===== src/rtl/pdm_decimator.sv =====
// PDM-to-PCM converter: two-flop input synchronizer followed by a 3rd-order CIC
// decimator (integrators at bit rate, combs at sample rate) with warm-up suppression.
module pdm_decimator #(
    parameter int unsigned BITDEPTH   = 12,
    parameter int unsigned DECIMATION = 64
) (
    input  logic                clk,
    input  logic                rst_n,
    input  logic                in,
    input  logic                bit_en,
    output logic [BITDEPTH-1:0] pcm,
    output logic                pcm_valid
);

    localparam int unsigned L = $clog2(DECIMATION);
    localparam int unsigned W = 3 * L + 1;
    localparam logic [W-1:0] FullScale = W'(1) << (3 * L);

    logic         s1, s2;
    logic [W-1:0] i1, i2, i3;
    logic [W-1:0] i1_d, i2_d, i3_d;
    logic [L-1:0] cnt;
    logic         tick, tick_q;
    logic [W-1:0] c1, c2, c3;
    logic [W-1:0] d1, d2, d3;
    logic         v1, v2, v3;
    logic [1:0]   warm;
    logic [BITDEPTH-1:0] pcm_d;

    assign tick = bit_en && (cnt == L'(DECIMATION - 1));

    always_comb begin
        i1_d = i1 + W'(s2);
        i2_d = i2 + i1_d;
        i3_d = i3 + i2_d;
    end

    // Comb result spans 0..2^(3L) inclusive; only the top value needs saturating.
    always_comb begin
        pcm_d = c3[3*L-1 -: BITDEPTH];
        if (c3 == FullScale) begin
            pcm_d = '1;
        end
    end

    always_ff @(posedge clk or negedge rst_n) begin
        if (!rst_n) begin
            s1  <= 1'b0;
            s2  <= 1'b0;
            i1  <= '0;
            i2  <= '0;
            i3  <= '0;
            cnt <= '0;
        end else begin
            s1 <= in;
            s2 <= s1;
            if (bit_en) begin
                i1  <= i1_d;
                i2  <= i2_d;
                i3  <= i3_d;
                cnt <= cnt + 1'b1;
            end
        end
    end

    // Comb stages advance on their own valid bits, independent of bit_en.
    always_ff @(posedge clk or negedge rst_n) begin
        if (!rst_n) begin
            tick_q <= 1'b0;
            v1     <= 1'b0;
            v2     <= 1'b0;
            v3     <= 1'b0;
            c1     <= '0;
            c2     <= '0;
            c3     <= '0;
            d1     <= '0;
            d2     <= '0;
            d3     <= '0;
        end else begin
            tick_q <= tick;
            v1     <= tick_q;
            v2     <= v1;
            v3     <= v2;
            if (tick_q) begin
                c1 <= i3 - d1;
                d1 <= i3;
            end
            if (v1) begin
                c2 <= c1 - d2;
                d2 <= c1;
            end
            if (v2) begin
                c3 <= c2 - d3;
                d3 <= c2;
            end
        end
    end

    // First two samples after reset are built on empty comb delays; drop them.
    always_ff @(posedge clk or negedge rst_n) begin
        if (!rst_n) begin
            warm      <= '0;
            pcm       <= '0;
            pcm_valid <= 1'b0;
        end else begin
            pcm_valid <= v3 && (warm == 2'd2);
            if (v3 && (warm != 2'd2)) begin
                warm <= warm + 2'd1;
            end
            if (v3 && (warm == 2'd2)) begin
                pcm <= pcm_d;
            end
        end
    end

endmodule


===== config.mk =====
export PLATFORM = sky130hd
export DESIGN_NAME = pdm_decimator
export DESIGN_NICKNAME = d
export VERILOG_FILES = /design/src/rtl/pdm_decimator.sv
export SDC_FILE = /design/constraint.sdc
export NUM_CORES = 1
export LEC_CHECK = 0
export CAP_MARGIN = 20
export CORE_ASPECT_RATIO = 1.1
export CORE_MARGIN = 2
export CORE_UTILIZATION = 57
export CTS_BUF_LIST = sky130_fd_sc_hd__clkbuf_8
export CTS_CLUSTER_SIZE = 14
export DETAILED_ROUTE_END_ITERATION = 16
export PLACE_DENSITY = 0.74
export SLEW_MARGIN = 20
export SYNTH_ARGS = -nofsm -noshare
export SYNTH_HDL_FRONTEND = slang
export SYNTH_SLANG_ARGS = --single-unit

===== constraint.sdc =====
create_clock -name clk -period 14.25 [get_ports clk]
set_input_delay 1.425 -clock clk [delete_from_list [all_inputs] [get_ports clk]]
set_output_delay 1.425 -clock clk [all_outputs]
set_load 0.03 [all_outputs]

After elaboration in Yosys (flattened, before gate mapping)
Cells that the tools add are included.

Bits in registers: 198. Bits of input ports: 4. Output and inout port bits: 13. Logic and storage cells: 35.

$add $sub $neg: 8. Eq/ne operators: 4. Muxes and demuxes: 1. Reductions and logical operators: 3.

Operator list (number): subtractor 19 bit (3); adder 19 bit (2); adder 19 x 1 -> 19 bit (1); equality test 19 bit, second input constant (1); two-way mux 12 bit (1); adder 6 x 1 -> 6 bit, second input constant (1); equality test 6 bit, second input constant (1); logical AND 1 bit (3); adder 2 x 1 -> 2 bit, second input constant (1); equality test 2 bit, second input constant (1); != test 2 bit, second input constant (1).

Longest topological paths before layout
Gate-level depths: netlist of run 1.

Depth after elaboration: 3. Gate-level depth with buffers: 24.

Worst setup path after synthesis of run 1
OpenSTA, ideal clock, no wires.

Kind: register to register. From: register s2. To: register i3[16]. Arrival time: 4.577 ns. Slack: 9.577 ns. Stages on the path, launching flop included: 23. Cell sequence: dfrtp_1 > ha_1 > and3_1 > and3_1 > and3_1 > buf_2 > xor2_1 > ha_1 > and3_1 > o211ai_1 > a31oi_1 > a211oi_1 > nor2_1 > xor2_1 > ha_1 > a2111o_1 > a31oi_1 > o31ai_1 > and2_1 > o21a_1 > o21a_1 > o21a_1 > o31ai_1.

Longest elaborated chain between the ends: 3.

Ends and longest elaborated chain: start: declaration (line 19) `logic s1, s2;`; start signal: assignment (line 49) `s2 <= 1'b0;`; start signal: assignment (line 56) `s2 <= s1;`; adder 19 x 1 -> 19 bit (line 33) `i1_d = i1 + W'(s2);`; named net i1_d[7] (line 21) `logic [W-1:0] i1_d, i2_d, i3_d;`; adder 19 bit (line 34) `i2_d = i2 + i1_d;`; named net i2_d[11] (line 21); adder 19 bit (line 35) `i3_d = i3 + i2_d;`; end signal: assignment (line 60) `i3 <= i3_d;`; end: declaration (line 20) `logic [W-1:0] i1, i2, i3;`.

The timed path passes the listed nets, and every way through them passes these cells. A chain may end at the register's enable or synchronous reset.

Worst setup path in the final report of run 1
Same ends and word-level chain as after synthesis.

==> summary.md, run 1 <==
| Metric | Value |
|---|---|
| Status | complete, no violations |
| Min Tclk post-route | between 5 and 6 ns |
| Share of flip-flops with an asynchronous set or reset | 1.000 |
| Clock latency on the worst-skew pair | 0.47 ns |
| Crit Path Category | flip-flop to flip-flop |
| Post-Syn Area | 11,910 sq um |
| Fin crit share | 0.3595 |
| Core area | a little over 20,000 sq um |
| Most numerous cell in the Yosys netlist | dfrtp_1 |
| Crit-path most repeated cell | and3_1 |
| CTS max path bufs | 2 |
| Measured slew at the worst slew-check pin | between 0.8 and 0.9 ns |
| PwrDens | ~180 nW/um^2 |
| Routability cong. | 0.8192 |
| Nets | approximately 1,300 |
| Cts bufs inserted | 17 |
| Main combinational cell family by area after synthesis | compound AO/OA/AOI/OAI gates |
| Synth-to-Final Area Change | 6.724% |
| Drt drc | 0 |
| Vias in the first global route | a little over 8,000 |
| Fmax | 0.1952 GHz |
| Antenna violations before repair | 0 |
| Post-CTS Setup Inserts | 0 |
| Syn Inst Count | 1,202 |
| H-tree Lvls | 4 |
| Post-synth top area cell | dfrtp_1 |
| Max stage delay on crit path | 0.40 ns |
| Ranking of synthesized cells by area | dfrtp_1 42%, ha_1 10%, mux2_2 6.3%, xnor2_1 5.3%, o21ai_0 3.9% |
| Die width | 141.8 microns |
| Std cell rows | 55 |
| Post-Layout Cell Count | approximately 1,500 |
| Most used DFF post-synth | dfrtp_1 |
| Vias | 8,128 |
| Max-cap violation count | 0 |
| Cells after DPL | between 1,000 and 1,500 |
| Global route overflow | 0 |
| Final WL | about 20,000 microns |
| Worst Setup Start Kind | flip-flop |
| CTS tree | built |
| Post-synthesis mux area share | 0.06756 |
| Cell Chain, Critical Path | ha_1 -> and3_1 -> and3_1 -> and3_1 -> xor2_1 -> ha_1 -> and3_1 -> o211ai_1 -> a31oi_1 -> a211oi_1 -> nor2_1 -> xor2_1 -> ha_1 -> a2111o_1 -> a31oi_1 -> o31ai_1 -> and2_1 -> o21a_1 -> o21a_1 -> o21a_1 -> o31ai_1 |
| CTS Hold Bufs | 0 |
| Die height | 155.6 microns |
| Initial Util | 0.5807 |
| CP max stage cell | dfrtp_1 |
| Adder-cell share of the synthesized area | 0.1124 |
| Total GRT Usage | 0.1996 |
| Maximum number of pins on one net before global-route repair | 105 |
| Top-area cell type share of the netlist area | 0.4161 |
| Synth cell types | 77 |
| WL/cell | 13.61 microns |
| Pins Over Slew Limit | 0 |
| Worst vdd ir | approximately 140 uV |
| # resized after CTS | 0 |
| Worst Skew | ~0.013 ns |
| Commonest cells in the netlist | 198 x dfrtp_1, 118 x nand2_1, 99 x ha_1 |
| CP max FO | 7 |
| Leakage | 5.945 nW |
| Drt pass-1 iters | 4 |
| Die Area | 22,070 sq um |
| Vias per cell | approximately 5.5 |
| Final HPWL DP | 14,580 microns |
| Post-synthesis compound-gate area fraction | 0.1650 |
| Synthesis Warnings | 0 |
| Worst min path class | flip-flop to flip-flop |
| CTS root buf | clkbuf_8 |
| RSZ-0062 raised after global routing | no |
| I/O Buffers | 16 |
| Simple-gate share of the synthesized area | 0.1166 |
| Initial DRC count | 349 |
| Final Hold Fails | 0 |
| Arr. time, crit path | 5.50 ns |
| Ports | 17 |
| R2R cell count | 21 |
| Diodes inserted | 0 |
| Setup TNS | 0 ns |
| Relative slew margins | 0.4610 |
| Worst EP required | 14.63 ns |
| Clk sink count | 198 |
| Final setup fails | 0 |
| Avg Inst Size Synth | 9.908 sq um |
| Post-synth EDFFs | 0 |
| Number of routed nets with antenna violations | 0 |
| First-pass GRT wire length | 36,430 microns |
| Hold path depth | 0 |
| Share of layout cells above drive strength 1 | 0.1073 |
| Crit path capture type | flip-flop |
| Reg clk slew, reported paths | 0.10 ns |
| Post-synthesis sequential area ratio | 0.4161 |
| Register bit total from synthesis | 198 |
| Xor/xnor share of the synthesized area | 0.08153 |
| Syn Nets | 1,310 |
==> metrics by stage <==
stage / instance area [sq um] / hold slack [ns] / utilization / total power, W / worst slack (ns)
after floorplan: 11910 / 0.3312 / - / 0.001711 / 9.577
after global placement: 12300 / 0.3537 / 0.5998 / 0.001896 / 9.315
after detailed placement: 12300 / 0.3517 / 0.5998 / 0.001937 / 9.189
after CTS: 12700 / 0.3815 / 0.6192 / 0.002310 / 9.146
after global routing: 12710 / 0.3924 / 0.6198 / 0.002514 / 8.694
final: 12710 / 0.3755 / 0.6198 / 0.002292 / 9.127
==> registers in the layout (all words and copies together) (netlist names), 12 cells and up <==
name,count
i2,19
c2,19
d1,19
i3,19
i1,19
c3,19
c1,19
pcm,12
d2,19
d3,19
==> metal layers <==
layer / wire length, microns / up-vias / GRT usage
li1: - / 4226 / -
met1: 9142 / 3807 / 0.2371
met2: 10270 / 71 / 0.3669
met3: 365 / 24 / 0.03407
met4: 321 / 0 / 0.06476
met5: 0 / - / 0
==> critical path, delay by kind of cell (launching register included) <==
| family | cells | cell delay, ns |
|---|---|---|
| AO/OA/AOI/OAI | 10 | 2.04 |
| XOR/XNOR | 2 | 0.42 |
| adder cells (fa/ha/maj) | 3 | 0.90 |
| flip-flops | 1 | 0.40 |
| AND/OR/NAND/NOR | 6 | 1.25 |
==> cell families (layout without fill, tap and decap cells) <==
logic type / count (synthesis) / after routing
AND/OR/NAND/NOR: 290 / 290
adder cells (fa/ha/maj): 104 / 104
flip-flops: 198 / 198
multiplexers: 72 / 72
AO/OA/AOI/OAI: 301 / 301
XOR/XNOR: 110 / 110
buffers and inverters: 127 / 146
==> worst paths after layout <==
path                         startpoint            endpoint  slack, ns
max                        s2$_DFF_PN0_  i3[16]$_DFFE_PN0P_       9.13
min                        s1$_DFF_PN0_        s2$_DFF_PN0_       0.38
max reg2reg                s2$_DFF_PN0_  i3[16]$_DFFE_PN0P_       9.13
min reg2reg                s1$_DFF_PN0_        s2$_DFF_PN0_       0.38
max in group asynchronous         rst_n    tick_q$_DFF_PN0_      11.47
min in group asynchronous         rst_n   c3[1]$_DFFE_PN0P_       1.02
==> power by group <==
part / switching [W] / total [W] / internal [W]
Combinational: 0.000632 / 0.00120 / 0.000571
Clock: 0.000204 / 0.000366 / 0.000162
Sequential: 0.0000756 / 0.000723 / 0.000647
==> layout by cell type, fill, tap and decap left out, drive strengths merged, types with 9 or more instances in the layout <==
cell type	instances
xor2	37
clkdlybuf4s50	14
inv	95
mux2	67
and3	12
ha	99
nand4	12
nand2	118
nand3	18
nor3	15
a211oi	12
o22a	12
dfrtp	198
o21a	10
o21ai	101
o31ai	9
nand2b	12
clkbuf	19
and2	9
xnor2	73
a21boi	11
nor2	58
a21oi	58
a21o	36
nor2b	14
==> final cells by class <==
type	count	area, sq um
inverters	92	345.3
fillers	1723	7797
multi-input cells	877	6486
flip-flops and latches	198	4956
repair buffers	22	203.9
clock buffers	18	247.7
clock inverters	14	150.1
well taps	256	320.3
No activity file was read; power rests on OpenSTA's default activity.
==> inputs of run 2 (changes only) <==
clock period = 5.3 ns   (was 14.25 ns; I/O delays follow)
==> run 2 against run 1 <==
- clock-buffer cell count is 1 higher
- sequential power grew to 2.7 times the previous value
- first-iteration DRC count is 9.2% lower
- largest power group unchanged
- highest routed layer unchanged
==> summary.md, run 2 (synthesis results as in run 1) <==
| Metric | Value |
|---|---|
| Status | complete, no violations |
| Ports | 17 (unchanged) |
| Leakage | 5.953 nW (+0.14%) |
| H-tree Lvls | 4 (unchanged) |
| Pins Over Slew Limit | 0 (unchanged) |
| Die width | 141.8 microns (unchanged) |
| Drt pass-1 iters | 4 (unchanged) |
| Final Hold Fails | 0 (unchanged) |
| Worst Skew | 0.01839 ns (+0.005262 ns) |
| Routability cong. | 0.7825 (-4.5%) |
| Number of routed nets with antenna violations | 0 (unchanged) |
| CTS root buf | clkbuf_8 |
| Final WL | 20,330 microns (+1.2%) |
| Drt drc | 0 (unchanged) |
| CP max FO | 7 (unchanged) |
| First-pass GRT wire length | 36,560 microns (+0.38%) |
| Final HPWL DP | 14,540 microns (-0.24%) |
| Die height | 155.6 microns (unchanged) |
| Vias | 8,241 (+1.4%) |
| Reg clk slew, reported paths | 0.10 ns (about the same) |
| Maximum number of pins on one net before global-route repair | 128 (+22%) |
| Core area | 20,510 sq um (unchanged) |
| Fin crit share | 0.9411 (+0.5817) |
| Worst setup endpoint | i3[16]$_DFFE_PN0P_ |
| Worst vdd ir | 379.8 uV (+170%) |
| Clock latency on the worst-skew pair | 0.48 ns (about the same) |
| Measured slew at the worst slew-check pin | 0.7423 ns (-0.06616 ns) |
| Clk sink count | 198 (unchanged) |
| Total GRT Usage | 0.1984 (-0.001155) |
| Crit path capture type | flip-flop |
| PwrDens | 486.4 nW/um^2 (+170%) |
| R2R cell count | 21 (unchanged) |
| Worst EP required | 5.68 ns (-8.95 ns) |
| Worst min path class | input pin to asynchronous set/reset pin |
| Max-cap violation count | 0 (unchanged) |
| Die Area | 22,070 sq um (unchanged) |
| Initial Util | 0.5807 (unchanged) |
| Nets | 1,318 (+0.15%) |
| Share of layout cells above drive strength 1 | 0.1137 (+0.006366) |
| Synth-to-Final Area Change | 6.997% |
| CTS max path bufs | 2 (unchanged) |
| Post-route cell area | 12,740 sq um (+0.26%) |
| Most frequent cells in the layout | 197 x dfrtp_1, 118 x nand2_1, 98 x ha_1, 92 x inv_1, 92 x o21ai_0 |
| Commonest non-fill, non-tap cell in the layout | dfrtp_1 |
| Placed cell areas | 12,310 sq um (about the same) |
| Vias in the first global route | 8,180 (-0.84%) |
| Vias per cell | 5.572 (+1.3%) |
| CTS tree | built |
| Crit Path Category | flip-flop to flip-flop |
| Global route overflow | 0 (unchanged) |
| Worst r2r src | s2$_DFF_PN0_ |
| Antenna violations before repair | 0 (unchanged) |
| Diodes inserted | 0 (unchanged) |
| I/O Buffers | 16 (unchanged) |
| Critical path origin | s2$_DFF_PN0_ |
| RR Endpoint | i3[16]$_DFFE_PN0P_ |
| Min Tclk post-route | 4.988 ns (-0.1347 ns) |
| Initial DRC count | 317 (-9.2%) |
| Final setup fails | 0 (unchanged) |
| Fmax | 0.2005 GHz (+2.7%) |
| Hold slack | 0.03523 ns (-0.3402 ns) |
| Std cell rows | 55 (unchanged) |
| WL/cell | 13.75 microns (+1.0%) |
| Worst Setup Start Kind | flip-flop |
| Cts bufs inserted | 17 (unchanged) |
| Arr. time, crit path | 5.37 ns (-0.13 ns) |
| Reg-to-reg slack, setup | 0.31 ns (-8.82 ns) |
| Relative slew margins | 0.5051 (+0.04411) |
[run 2: changes by cell type in the layout (fill, tap and decap cells not counted), sizes merged]
cell and change:
bufinv -1, clkinvlp -1, clkbuf +1, inv +2, clkinv -1, buf +2
[run 2: report_power, final]
group	internal [W]	total, W	switching (W)
combinational	0.00155	0.00330	0.00175
clock	0.000404	0.000951	0.000547
sequential	0.00174	0.00194	0.000203
total	0.00370	0.00620	0.00250
[run 2: worst min path at each step]
stage	cells past startpoint	slack [ns]	startpoint	to
after floorplan	0	0.23	rst_n	c1[0]$_DFFE_PN0P_
after global placement	0	0.35	s1$_DFF_PN0_	s2$_DFF_PN0_
after detailed placement	0	0.35	s1$_DFF_PN0_	s2$_DFF_PN0_
after CTS	1	0.06	rst_n	c3[1]$_DFFE_PN0P_
after global routing	1	0.07	rst_n	c3[1]$_DFFE_PN0P_
final	1	0.04	rst_n	c3[1]$_DFFE_PN0P_
[run 2: per-layer routing]
layer  routed length (microns)  GRT usage
met3                       390    0.03008
met5                         0          0
met2                     10460     0.3657
met4                       257    0.05143
met1                      9220     0.2429
[run 2: cell type report]
cell class	instances	area, sq um
inverter	92	345.3
tap	256	320.3
clock inverter	13	123.9
clock buffer	19	261.5
fill	1730	7765
sequential	198	4956
timing repair buffer	24	229.0
multi-input combinational	877	6506
[run 2: through the flow]
step	instances	setup TNS (ns)	total power, W	setup slack [ns]	util
after floorplan	1202	0	0.004601	0.6272	-
after global placement	1444	0	0.005096	0.3764	0.6001
after detailed placement	1444	0	0.005220	0.2451	0.6001
after CTS	1476	0	0.006197	0.1805	0.6189
after global routing	1479	-0.01882	0.006752	-0.01882	0.6214
final	1479	0	0.006198	0.3119	0.6214
[run 2: timing repair]
action / CTS / global route
hold buffers: 0 / 0
setup buffers: 0 / 2
endpoints found under the setup margin: 0 / 2
gates resized for setup: 0 / 7
[run 2: worst max-delay path: stages (launching register included)]
cell	delay [ns]
dfrtp_1	0.40
ha_1	0.24
and3_1	0.23
and3_1	0.22
and3_2	0.27
xor2_1	0.16
ha_2	0.36
and3_4	0.18
o211ai_1	0.11
a31oi_2	0.28
a211oi_2	0.12
nor2_1	0.14
xor2_1	0.25
ha_1	0.29
a2111o_1	0.37
a31oi_2	0.19
o31ai_1	0.12
and2_1	0.18
o21a_1	0.19
o21a_1	0.19
o21a_1	0.19
o31ai_1	0.21
==> inputs of run 3 (changes only) <==
clock period = 4.6 ns   (was 5.3 ns; I/O delays follow)
==> run 3 against run 2 <==
- the run now ends with setup timing left
- hold slack improved by 0.021 ns
- sequential power rose by 15%
- die area is the same
- non-clock buffer count up 29
- setup slack worse by 0.33 ns
- highest routed layer unchanged
==> summary.md, run 3 (synthesis results as in run 1) <==
| Metric | Value |
|---|---|
| Worst EP required | 4.98 ns (-0.70 ns) |
| Worst r2r src | i1[0]$_DFFE_PN0P_ |
| Final Hold Fails | 0 (unchanged) |
| Drt drc | 0 (unchanged) |
| Leakage | 6.095 nW (+2.4%) |
| Core area | 20,510 sq um (unchanged) |
| Std cell rows | 55 (unchanged) |
| Reg clk slew, reported paths | 0.09 ns (about the same) |
| Die Area | 22,070 sq um (unchanged) |
| Die height | 155.6 microns (unchanged) |
| H-tree Lvls | 4 (unchanged) |
| WL/cell | 13.96 microns (+1.6%) |
| CP max FO | 3 (-4) |
| Final setup margin | -0.01738 ns (-0.3293 ns) |
| Measured slew at the worst slew-check pin | 0.8764 ns (+0.1341 ns) |
| CTS Hold Bufs | 0 (unchanged) |
| CTS root buf | clkbuf_8 |
| I/O Buffers | 16 (unchanged) |
| Status | finished with violations |
| Worst min path class | input pin to asynchronous set/reset pin |
| Routability cong. | 0.8547 (+9.2%) |
| Drt pass-1 iters | 5 (+1) |
| Final setup fails | 1 (+1) |
| Pins Over Slew Limit | 0 (unchanged) |
| Worst vdd ir | 443.2 uV (+17%) |
| Commonest non-fill, non-tap cell in the layout | dfrtp_1 |
| Final WL | 21,040 microns (+3.5%) |
| Crit Path Category | flip-flop to flip-flop |
| Synth-to-Final Area Change | 9.361% |
| Share of layout cells above drive strength 1 | 0.1463 (+0.03263) |
| Initial DRC count | 311 (-1.9%) |
| Total GRT Usage | 0.2049 (+0.006463) |
| Cells after DPL | 1,464 (+1.4%) |
| Max-cap violation count | 0 (unchanged) |
| Diodes inserted | 0 (unchanged) |
| Most frequent cells in the layout | 197 x dfrtp_1, 117 x nand2_1, 97 x ha_1, 92 x inv_1, 90 x o21ai_0 |
| Number of fill cells | 1,730 (unchanged) |
| Number of routed nets with antenna violations | 0 (unchanged) |
| Nets | 1,347 (+2.2%) |
| Critical path origin | i1[0]$_DFFE_PN0P_ |
| First-pass GRT wire length | 37,720 microns (+3.2%) |
| PwrDens | 557.8 nW/um^2 (+15%) |
| Global route overflow | 0 (unchanged) |
| Ports | 17 (unchanged) |
| Vias per cell | 5.598 (+0.46%) |
| Design Power | 0.007265 W (+17%) |
| Fin crit share | 1.004 (+0.06263) |
| Setup TNS | -0.01738 ns (-0.01738 ns) |
| Fmax | 0.2166 GHz (+8.0%) |
| Worst Skew | 0.01415 ns (-0.004234 ns) |
| Clk sink count | 198 (unchanged) |
| Crit path capture type | flip-flop |
| Final HPWL DP | 14,910 microns (+2.5%) |
| Initial Util | 0.5807 (unchanged) |
| Maximum number of pins on one net before global-route repair | 101 (-21%) |
| Die width | 141.8 microns (unchanged) |
| Clock latency on the worst-skew pair | 0.48 ns (about the same) |
| RSZ-0062 raised after global routing | yes |
| Relative slew margins | 0.4157 (-0.08941) |
| Arr. time, crit path | 4.99 ns (-0.38 ns) |
| CTS max path bufs | 2 (unchanged) |
| Vias | 8,436 (+2.4%) |
| Cts bufs inserted | 17 (unchanged) |
| CTS tree | built |
| Min Tclk post-route | 4.617 ns (-0.3707 ns) |
| Antenna violations before repair | 0 (unchanged) |
| Failing checks | setup timing |
| Post-Layout Cell Count | 1,507 (+1.9%) |
| Final core occ | 0.6351 (+0.01373) |
| Worst Setup Start Kind | flip-flop |
| Vias in the first global route | 8,559 (+4.6%) |
run 3: cell count changes in the layout (fill, tap and decap cells not counted), moves of 2 or more:
cell and delta:
and3_1 -2, and3_4 +3, buf_4 +29, o31ai_1 -2
o21ai_0 -2, o21ai_2 +2, clkbuf_8 -2, inv_6 -3
o31ai_2 +2, a21oi_2 +4, clkinv_2 +2, a21oi_1 -4
run 3: repair_timing:
item                                    in CTS  in global routing
pin swaps                                   14                 17
buffers inserted                             5                  7
endpoints found under the setup margin       2                  5
resized for setup                            8                 17
run 3: cell type report:
cell class | count | area (sq um) | area share
multi-input combinational | 877 | 6599 | 0.5067
inverter | 92 | 345.3 | 0.02652
clock buffer | 17 | 234.0 | 0.01797
sequential | 198 | 4956 | 0.3805
clock inverter | 14 | 116.4 | 0.008935
timing repair buffer | 53 | 452.9 | 0.03478
tap | 256 | 320.3 | 0.02459
run 3: metal layers:
metal | wire, microns | up-vias | global-route usage
li1 | - | 4287 | -
met1 | 9424 | 4055 | 0.2456
met2 | 10980 | 68 | 0.3835
met3 | 305 | 26 | 0.02885
met4 | 331 | 0 | 0.05667
met5 | 0 | - | 0
run 3: through the flow:
step           hold slack (ns)  cell area, sq um  worst slack, ns
2_1_floorplan           0.1644             11920         0.009106
3_3_place_gp            0.3545             12470          0.01414
3_5_place_dp            0.3491             12470          -0.1546
4_1_cts                0.08259             12900         -0.01443
5_1_grt                 0.1303             13020          -0.2587
6_report               0.05593             13020         -0.01738
run 3: final timing paths:
check / to / slack (ns) / cells after the start
max in group asynchronous: i3[16]$_DFFE_PN0P_ / 3.58 / 2
min in group clk: s2$_DFF_PN0_ / 0.37 / 0
worst min register to register: s2$_DFF_PN0_ / 0.37 / 0
worst min-delay path: c3[0]$_DFFE_PN0P_ / 0.06 / 1
worst max-delay path: i3[16]$_DFFE_PN0P_ / -0.02 / 21
worst max register to register: i3[16]$_DFFE_PN0P_ / -0.02 / 21
run 3: where the power goes:
group	leakage, nW	switching (W)	internal [W]
Sequential	2.67	0.000232	0.00201
Combinational	3.25	0.00208	0.00192
Clock	0.178	0.000607	0.000420
run 3: critical path, stage by stage, from the launching register on:
cell	delay, ns
dfrtp_1	0.39
ha_2	0.19
and3_4	0.18
and3_4	0.17
and3_4	0.18
xor2_1	0.14
ha_1	0.33
and3_4	0.20
o211ai_1	0.12
a31oi_2	0.25
a211oi_2	0.10
nor2_1	0.13
xor2_1	0.22
ha_1	0.28
a2111o_1	0.42
a31oi_4	0.20
o31ai_2	0.10
and2_1	0.16
o21a_1	0.21
o21a_1	0.18
o21a_1	0.17
o31ai_1	0.19
